### config.mk
export PLATFORM = sky130hd
export DESIGN_NAME = wb_arbiter
export DESIGN_NICKNAME = d
export VERILOG_FILES = /design/src/rtl/wb_pkg.sv /design/src/rtl/wb_fwd_search.sv /design/src/rtl/wb_arbiter.sv
export SDC_FILE = /design/constraint.sdc
export NUM_CORES = 1
export LEC_CHECK = 0
export CELL_PAD_IN_SITES_DETAIL_PLACEMENT = 1
export CELL_PAD_IN_SITES_GLOBAL_PLACEMENT = 1
export CORE_AREA = 10 10 258 260
export DETAILED_ROUTE_END_ITERATION = 8
export DIE_AREA = 0 0 268 270
export GPL_ROUTABILITY_DRIVEN = 0
export PLACE_DENSITY = 0.56
export SLEW_MARGIN = 20
export SYNTH_ARGS = -nofsm -noshare
export SYNTH_HDL_FRONTEND = slang
export SYNTH_SLANG_ARGS = --single-unit
### constraint.sdc
create_clock -name clk -period 5.2 [get_ports clk]
set_input_delay 0.78 -clock clk [delete_from_list [all_inputs] [get_ports clk]]
set_output_delay 0.78 -clock clk [all_outputs]
set_load 0.01 [all_outputs]
### src/rtl/wb_pkg.sv
// Shared types for the writeback arbiter: register-address constants and queue entry layout.
package wb_pkg;

  localparam int REG_ADDR_W = 5;
  localparam logic [REG_ADDR_W-1:0] ZERO_REG = 5'd0;
  localparam int WB_XLEN = 32;

  // The entry data width tracks WB_XLEN; instantiate the arbiter with XLEN equal to it.
  typedef struct packed {
    logic [REG_ADDR_W-1:0] addr;
    logic [WB_XLEN-1:0]    data;
  } wb_entry_t;

endpackage

### src/rtl/wb_fwd_search.sv
// Youngest-first match over pending queue entries for one forwarding query port.
module wb_fwd_search
  import wb_pkg::*;
#(
  parameter int DEPTH = 4,
  parameter int XLEN  = WB_XLEN
) (
  input  wb_entry_t [DEPTH-1:0]         entries,
  input  logic [DEPTH-1:0]              valid,
  input  logic [$clog2(DEPTH)-1:0]      tail,
  input  logic [REG_ADDR_W-1:0]         addr,
  output logic                          hit,
  output logic [XLEN-1:0]               data
);

  localparam int PW = $clog2(DEPTH);

  logic [PW-1:0] idx;

  // Walk from tail-1 backwards; the first valid match is the youngest writer.
  always_comb begin
    hit  = 1'b0;
    data = '0;
    idx  = '0;
    for (int i = 0; i < DEPTH; i++) begin
      idx = tail - PW'(i + 1);
      if (!hit && valid[idx] && (addr != ZERO_REG) && (entries[idx].addr == addr)) begin
        hit  = 1'b1;
        data = entries[idx].data;
      end
    end
  end

endmodule

### src/rtl/wb_arbiter.sv
// Dual-lane writeback queue draining one entry per cycle into a single-port register file,
// with youngest-match forwarding lookups over the pending entries.
module wb_arbiter
  import wb_pkg::*;
#(
  parameter int DEPTH = 4,
  parameter int XLEN  = WB_XLEN
) (
  input  logic                  clk,
  input  logic                  rst,
  input  logic                  wb_en1,
  input  logic [4:0]            dst1,
  input  logic [XLEN-1:0]       wb_data1,
  input  logic                  wb_en2,
  input  logic [4:0]            dst2,
  input  logic [XLEN-1:0]       wb_data2,
  output logic                  stall,
  output logic                  rf_we,
  output logic [4:0]            rf_waddr,
  output logic [XLEN-1:0]       rf_wdata,
  input  logic [4:0]            fwd_addr_a,
  input  logic [4:0]            fwd_addr_b,
  output logic                  fwd_hit_a,
  output logic                  fwd_hit_b,
  output logic [XLEN-1:0]       fwd_data_a,
  output logic [XLEN-1:0]       fwd_data_b
);

  localparam int PW = $clog2(DEPTH);
  localparam int CW = PW + 1;

  wb_entry_t [DEPTH-1:0] entries_q, entries_d;
  logic [DEPTH-1:0]      valid_q, valid_d;
  logic [PW-1:0]         head_q, head_d;
  logic [PW-1:0]         tail_q, tail_d;
  logic [CW-1:0]         count_q, count_d;

  logic       push1, push2;
  logic [1:0] n_push;

  // Flow control: stall is a function of registered count only. While stall=1 the lane
  // inputs are ignored; while stall=0 at least two free slots exist, so any lane pattern
  // presented that cycle is accepted in full.
  assign stall    = (count_q > CW'(DEPTH - 2));
  assign rf_we    = (count_q != '0);
  assign rf_waddr = entries_q[head_q].addr;
  assign rf_wdata = entries_q[head_q].data;

  // Lane 1 is dead when lane 2 overwrites the same register in the same cycle.
  assign push1  = !stall && wb_en1 && (dst1 != ZERO_REG) && !(wb_en2 && (dst2 == dst1));
  assign push2  = !stall && wb_en2 && (dst2 != ZERO_REG);
  assign n_push = {1'b0, push1} + {1'b0, push2};

  always_comb begin
    entries_d = entries_q;
    valid_d   = valid_q;
    head_d    = head_q;
    tail_d    = tail_q;

    if (rf_we) begin
      valid_d[head_q] = 1'b0;
      head_d          = head_q + PW'(1);
    end

    if (push1 && push2) begin
      entries_d[tail_q]          = '{addr: dst1, data: wb_data1};
      valid_d[tail_q]            = 1'b1;
      entries_d[tail_q + PW'(1)] = '{addr: dst2, data: wb_data2};
      valid_d[tail_q + PW'(1)]   = 1'b1;
      tail_d                     = tail_q + PW'(2);
    end else if (push1) begin
      entries_d[tail_q] = '{addr: dst1, data: wb_data1};
      valid_d[tail_q]   = 1'b1;
      tail_d            = tail_q + PW'(1);
    end else if (push2) begin
      entries_d[tail_q] = '{addr: dst2, data: wb_data2};
      valid_d[tail_q]   = 1'b1;
      tail_d            = tail_q + PW'(1);
    end

    count_d = count_q + CW'(n_push) - CW'(rf_we);
  end

  always_ff @(posedge clk) begin
    if (rst) begin
      entries_q <= '0;
      valid_q   <= '0;
      head_q    <= '0;
      tail_q    <= '0;
      count_q   <= '0;
    end else begin
      entries_q <= entries_d;
      valid_q   <= valid_d;
      head_q    <= head_d;
      tail_q    <= tail_d;
      count_q   <= count_d;
    end
  end

  wb_fwd_search #(.DEPTH(DEPTH), .XLEN(XLEN)) u_fwd_a (
    .entries (entries_q),
    .valid   (valid_q),
    .tail    (tail_q),
    .addr    (fwd_addr_a),
    .hit     (fwd_hit_a),
    .data    (fwd_data_a)
  );

  wb_fwd_search #(.DEPTH(DEPTH), .XLEN(XLEN)) u_fwd_b (
    .entries (entries_q),
    .valid   (valid_q),
    .tail    (tail_q),
    .addr    (fwd_addr_b),
    .hit     (fwd_hit_b),
    .data    (fwd_data_b)
  );

endmodule

# Yosys cells after proc, flatten, opt, wreduce, memory -nomap -nowiden
# Cells that the tools add are included.
[op_classes]
n_addsub = 9
n_lt_le_gt_ge = 10
n_eq_ne = 9
muxes = 57
bitwise_logic = 4
n_reduce_logical = 46
[op_table]
columns = ["cell", "n"]
rows = [
  ["$bwmux 148", 3],
  ["$mux 148", 3],
  ["$bmux 37 s2", 5],
  ["$mux 37", 7],
  ["$mux 32", 8],
  ["$demux 37 s2", 2],
  ["$eq 5x5->1", 9],
  ["$logic_and 1x1->1", 32],
  ["$reduce_bool 5->1", 4],
  ["$lt 2x3->1 const B", 6],
  ["$mux 4", 4],
  ["$mux 1", 15],
  ["$bmux 1 s2", 4],
  ["$logic_not 1->1", 8],
  ["$or 4x4->4", 2],
  ["$demux 1 s2", 3],
  ["$ge 2x1->1 const B", 3],
  ["$mux 2", 3],
  ["$reduce_bool 3->1", 2],
  ["$add 2x1->2 const B", 2],
  ["$and 4x4->4", 1],
  ["$not 4->4", 1],
  ["$sub 2x2->2 const B", 2],
  ["$add 3x2->3", 1],
  ["5 further kinds", 5],
]
[totals]
regBits = 159
in_bits = 88
wordCells = 147

# Logic depth before layout (Yosys ltp)
[depth]
word_depth = 21
mapped_depth = 18
depth_no_buf = 10

# Hierarchy
# From an unflattened synthesis, not the netlist that was laid out.
[unflattened]
hier_cells = 2723
area_unflattened_um2 = 21589.5
[modules_own_cells]
columns = ["mod", "instances", "cells_per_inst", "area_each_um2", "seq_area_each_um2"]
rows = [
  ["wb_arbiter", 1, 1465, 11930.2, 3183.1],
  ["wb_fwd_search", 2, 629, 4829.6, 0.0],
]

# Worst setup path before layout
# No wires, ideal clock.
[synth_path]
kind = "register to output"
from = "register tail_q[1]"
to = "output fwd_data_a[22]"
t_arrival_ns = 3.778
required_ns = 4.420
slack_ns = 0.642
path_stages_with_launch = 19
path_buffers = 9
cell_sequence = "dfxtp_1 > buf_2 > buf_2 > inv_1 > clkbuf_1 > clkbuf_1 > ha_1 > buf_4 > buf_2 > mux2_2 > a221oi_1 > nor2_1 > or4_1 > clkbuf_1 > buf_2 > buf_2 > o221ai_1 > o21ai_0 > o21ai_0"
[synth_via]
elab_chain_len = 21
elab_cells_between_ends = 44
cone_classes = "add/sub: 3; eq/ne: 4; mux: 23; reduce/logical: 14"
[synth_lines]
columns = ["element", "line_no", "rtl"]
rows = [
  ["from (decl)", "wb_arbiter.sv:35", "logic [PW-1:0] tail_q, tail_d;"],
  ["from (signal assigned)", "wb_arbiter.sv:95", "tail_q <= tail_d;"],
  ["$sub 2x1->2", "wb_fwd_search.sv:26", "idx = tail - PW'(i + 1);"],
  ["$bmux 37 s2 or $bmux 1 s2 (tied branches)", "wb_fwd_search.sv:27, wb_fwd_search.sv:29", ""],
  ["$mux 37 (implied by the code) or $mux 1 (tied branches)", "wb_fwd_search.sv:29, wb_fwd_search.sv:27", ""],
  ["$eq 5x5->1 or $logic_and 1x1->1 (tied branches)", "wb_fwd_search.sv:27", "if (!hit && valid[idx] && (addr != ZERO_REG) && (entries[idx].addr == addr)) begin"],
  ["$logic_and 1x1->1", "wb_fwd_search.sv:27", ""],
  ["$mux 1", "wb_fwd_search.sv:27", ""],
  ["$logic_not 1->1", "wb_fwd_search.sv:27", ""],
  ["$logic_and 1x1->1 (3 in series)", "wb_fwd_search.sv:27", ""],
  ["$mux 1", "wb_fwd_search.sv:27", ""],
  ["$logic_not 1->1", "wb_fwd_search.sv:27", ""],
  ["$logic_and 1x1->1 (3 in series)", "wb_fwd_search.sv:27", ""],
  ["$mux 1", "wb_fwd_search.sv:27", ""],
  ["$logic_not 1->1", "wb_fwd_search.sv:27", ""],
  ["$logic_and 1x1->1 (3 in series)", "wb_fwd_search.sv:27", ""],
  ["$mux 32 (*)", "wb_fwd_search.sv:27", ""],
  ["to (decl)", "wb_arbiter.sv:25", "output logic [XLEN-1:0] fwd_data_a,"],
]
# Every way passes the cells marked *; elsewhere a longest branch is shown, timed or not. The select of a mux whose other input is x is not followed.

# Final worst setup path
[layout_path]
from = "register tail_q[0]"
to = "output fwd_data_b[13]"
[layout_via]
elab_chain_len = 21
elab_cells_between_ends = 44
cone_classes = "add/sub: 3; eq/ne: 4; mux: 23; reduce/logical: 14"
[layout_lines]
columns = ["element", "line_no", "rtl"]
rows = [
  ["$sub 2x1->2", "wb_fwd_search.sv:26", ""],
  ["$bmux 37 s2 or $bmux 1 s2 (tied branches)", "wb_fwd_search.sv:27, wb_fwd_search.sv:29", ""],
  ["$mux 37 (implied by the code) or $mux 1 (tied branches)", "wb_fwd_search.sv:29, wb_fwd_search.sv:27", ""],
  ["$eq 5x5->1 or $logic_and 1x1->1 (tied branches)", "wb_fwd_search.sv:27", ""],
  ["$logic_and 1x1->1", "wb_fwd_search.sv:27", ""],
  ["$mux 1", "wb_fwd_search.sv:27", ""],
  ["$logic_not 1->1", "wb_fwd_search.sv:27", ""],
  ["$logic_and 1x1->1 (3 in series)", "wb_fwd_search.sv:27", ""],
  ["$mux 1", "wb_fwd_search.sv:27", ""],
  ["$logic_not 1->1", "wb_fwd_search.sv:27", ""],
  ["$logic_and 1x1->1 (3 in series)", "wb_fwd_search.sv:27", ""],
  ["$mux 1", "wb_fwd_search.sv:27", ""],
  ["$logic_not 1->1", "wb_fwd_search.sv:27", ""],
  ["$logic_and 1x1->1 (3 in series)", "wb_fwd_search.sv:27", ""],
  ["$mux 32 (*)", "wb_fwd_search.sv:27", ""],
  ["to (decl)", "wb_arbiter.sv:26", "output logic [XLEN-1:0] fwd_data_b"],
]
# Marked as above.

==> out/metrics.json <==
{
  "run_status": {"value": "finished, final reports clean"},
  "rsz0062_at_grt": {"value": "no"},
  "synth.distinct_cells": {"value": 57},
  "mappedNetlistNets": {"value": 2290},
  "clock_slew_at_the_register_clock_pins_of_the_worst_setup_and_hold_paths": {"value": 70, "unit": "ps"},
  "post_synth_and_or_nand_nor_area_fraction": {"value": 0.1201},
  "static-leakage-power": {"value": 6.836, "unit": "nW"},
  "synth.ff_latch_count": {"value": 159},
  "global_route_wire_length_before_repair": {"value": 122900, "unit": "um"},
  "post_synth_instance_area": {"value": 18220, "unit": "um^2"},
  "final.setup.tns": {"value": 0, "unit": "ps"},
  "detail_route.first_pass.iterations": {"value": 5},
  "start_kind": {"value": "flop"},
  "critical-path-max-stage-delay": {"value": 760, "unit": "ps"},
  "postSynth.asyncResetShare": {"value": 0},
  "final_design_area_no_fill": {"value": 21400, "unit": "um^2"},
  "clock_tree_from_tritoncts": {"value": "yes"},
  "largest_family_of_logic_cells_by_synthesized_area": {"value": "multiplexers"},
  "endpoint_kind": {"value": "output pin"},
  "netlist.area_leader.share": {"value": 0.1747},
  "htreeDepth": {"value": 4},
  "synth-warning-count": {"value": 0},
  "crit_family": {"value": "buffers and inverters"},
  "netlist_top_cells_count": {"value": "a21oi_1, nor2_1, mux2_2"},
  "p_per_area": {"value": 562.3, "unit": "nW/um^2"},
  "grt_usage": {"value": 0.2182},
  "synth_cells": {"value": 2188},
  "final.period_utilization": {"value": 0.9767},
  "path_cells": {"value": "inv_1, ha_4, mux4_1, xor2_1, a2111o_1, nor2_4, or4_1, buf_12, o211ai_1, clkdlybuf4s50_1"},
  "antenna_found_initial": {"value": 9},
  "area_used_by_multi_input_combinational_logic": {"value": 13850, "unit": "um^2"},
  "floorplan.core_area": {"value": 61260, "unit": "um^2"},
  "synth_top_flop_cell": {"value": "dfxtp_1"},
  "layout.core_utilization": {"value": 0.3493},
  "skew": {"value": 12.71, "unit": "ps"},
  "setup_viol_count_final": {"value": 0},
  "synthMuxAreaShare": {"value": 0.3611},
  "initial_core_util": {"value": 0.2975},
  "initialDrtViolationCount": {"value": 1586},
  "dieWidth": {"value": 268, "unit": "um"},
  "cts_root_buf": {"value": "clkbuf_16"},
  "dieArea": {"value": 72360, "unit": "um^2"},
  "area_delta_synth_final": {"value": 17.43, "unit": "%"},
  "vias": {"value": 18850},
  "dpl-instance-area": {"value": 20710, "unit": "um^2"},
  "post_drt_via_cell_ratio": {"value": 6.312},
  "remaining_number_of_nets_flagged_by_the_antenna_check_after_routing": {"value": 0},
  "synth-xor-area-share": {"value": 0.01970},
  "number_of_buffers_inserted_during_clock_tree_synthesis": {"value": 17},
  "source_to_sink_clock_delay_at_the_later_pin_of_the_worst_skew_pair": {"value": 460, "unit": "ps"},
  "worst-endpoint-required": {"value": 4420, "unit": "ps"},
  "fmax": {"value": 0.1969, "unit": "GHz"},
  "drv_cap": {"value": 0},
  "cts_sinks": {"value": 159},
  "layout.filler_cells": {"value": 7022},
  "routed_wire_length_per_instance": {"value": 27.48, "unit": "um"},
  "hold_wc_path_type": {"value": "flop to flop"},
  "finalWirelength": {"value": 82040, "unit": "um"},
  "vdd_ir_drop_max": {"value": 0.4497, "unit": "mV"},
  "drt_drc_violations_left": {"value": 0},
  "worst-endpoint-arrival": {"value": 4300, "unit": "ps"},
  "worstPathMaxFanout": {"value": 25},
  "critical_path_class": {"value": "flop to output pin"},
  "numPortBuffers": {"value": 192},
  "post_synth_fa_ha_maj_area_fraction": {"value": 0.01044},
  "maxSlewHeadroom": {"value": 0.3103},
  "critical-path-slowest-cell": {"value": "or4_1"},
  "num_rows": {"value": 91},
  "layoutNonFillerInstCount": {"value": 2986},
  "io-pin-count": {"value": 193},
  "synth_area_per_cell": {"value": 8.329, "unit": "um^2"},
  "grt_max_degree": {"value": 131},
  "final_net_count": {"value": 2278},
  "path_buf_inv": {"value": 3},
  "report.final.slew_viol_count": {"value": 0},
  "synth_enable_flop_cells": {"value": 0},
  "synth.most_common_cell": {"value": "a21oi_1"},
  "register_area": {"value": 3191, "unit": "um^2"},
  "grt_overflow": {"value": 0},
  "worstMarginPinSlew": {"value": 1032, "unit": "ps"},
  "final.min_clock_period": {"value": 5079, "unit": "ps"},
  "drive_gt1_frac": {"value": 0.1951},
  "final_hold_viol_count": {"value": 0},
  "chipHeight": {"value": 270, "unit": "um"},
  "synth-compound-area-share": {"value": 0.2412},
  "ctsLongestPathBuffers": {"value": 2},
  "seq_total_area_yosys": {"value": 0.1747},
  "first_global_vias": {"value": 18490},
  "post-synth-top-area-cell": {"value": "dfxtp_1"},
  "placed_cells": {"value": 2941},
  "dpl.hpwl": {"value": 58340, "unit": "um"},
  "synth_area_leaders": {"value": "dfxtp_1, mux4_2, mux2_2"}
}
## final cells by class
cell class / instances / share of cell area
clock buffer: 17 / 0.01988
inverter: 27 / 0.004853
timing repair buffer: 256 / 0.1244
multi-input combinational: 1715 / 0.6472
tap: 790 / 0.04619
antenna: 7 / 0.0008186
clock inverter: 15 / 0.007601
sequential: 159 / 0.1491
## layout by cell type (no fill, tap or decap), drive strengths merged, types with 5 or more instances in the layout
cell type | netlist | layout
xor2 | 13 | 13
xnor2 | 28 | 28
o211ai | 26 | 26
o22ai | 30 | 30
nand2 | 98 | 98
mux4 | 125 | 125
mux2i | 168 | 168
clkbuf | 210 | 18
a21oi | 274 | 274
a211oi | 5 | 5
nor2 | 191 | 191
nor3 | 43 | 43
nand4 | 6 | 6
or2 | 6 | 6
nand3 | 130 | 130
clkdlybuf4s50 | 0 | 191
inv | 26 | 39
buf | 77 | 64
a22oi | 15 | 15
dfxtp | 159 | 159
diode | 0 | 7
o21ai | 134 | 134
mux2 | 182 | 182
o221ai | 32 | 32
ha | 12 | 12
a221oi | 149 | 149
## cell families (layout without fill, tap and decap cells)
family / after synthesis / after routing
AND/OR/NAND/NOR: 495 / 495
flip-flops: 159 / 159
adder cells (fa/ha/maj): 14 / 14
buffers and inverters: 314 / 315
multiplexers: 475 / 475
XOR/XNOR: 41 / 41
other: 0 / 7
AO/OA/AOI/OAI: 690 / 690
## sequential cells by signal, summed over array words and instances, names as in the netlist
signal,count
count_q,3
entries_q,148
head_q,2
tail_q,2
valid_q,4
## worst reg2reg max path: stages, from the launching register on
cell	delay (ps)
dfxtp_4	420
buf_16	270
buf_4	860
ha_4	780
buf_4	400
mux2_2	390
mux2i_1	160
a221oi_1	100
a21oi_1	210
nor2_1	60
## power breakdown
group / internal [mW] / leakage, nW / switching, mW
Sequential: 1.53 / 1.29 / 0.716
Combinational: 3.58 / 5.25 / 4.85
Clock: 0.689 / 0.293 / 0.670
Total: 5.80 / 6.84 / 6.24
## layer usage
metal  track usage  vias up  share of wire
li1              -     8421              -
met1        0.3244     9656           0.48
met2        0.3127      692           0.43
met3       0.04915       72          0.082
met4       0.04594        8          0.014
met5             0        -        0.00071
## stage by stage
stage                     power, mW  setup WS, ps  hold WS (ps)
final                         12.03         121.2         573.6
after global routing          12.80         5.956         597.3
after CTS                     11.89         29.45         576.6
after detailed placement      10.50         381.8         565.8
after global placement        10.26         350.3         540.4
after floorplan               7.805         642.2         508.9
## path summary, 6_finish.rpt
| path | slack [ps] | startpoint | to | depth (start not counted) |
|---|---|---|---|---|
| worst max-delay path | 120 | tail_q[0] | fwd_data_b[13] | 10 |
| worst min-delay path | 570 | entries_q[71] | entries_q[71] | 2 |
| worst max register to register | 1430 | tail_q[0] | entries_q[140] | 9 |
| worst min register to register | 570 | entries_q[71] | entries_q[71] | 2 |
## what timing repair did
item,4_1_cts,5_1_grt
setup endpoints to repair,0,46
buffers inserted,0,5
resized for setup,0,3
hold buffers,0,0
No activity file was read; power rests on OpenSTA's default activity.
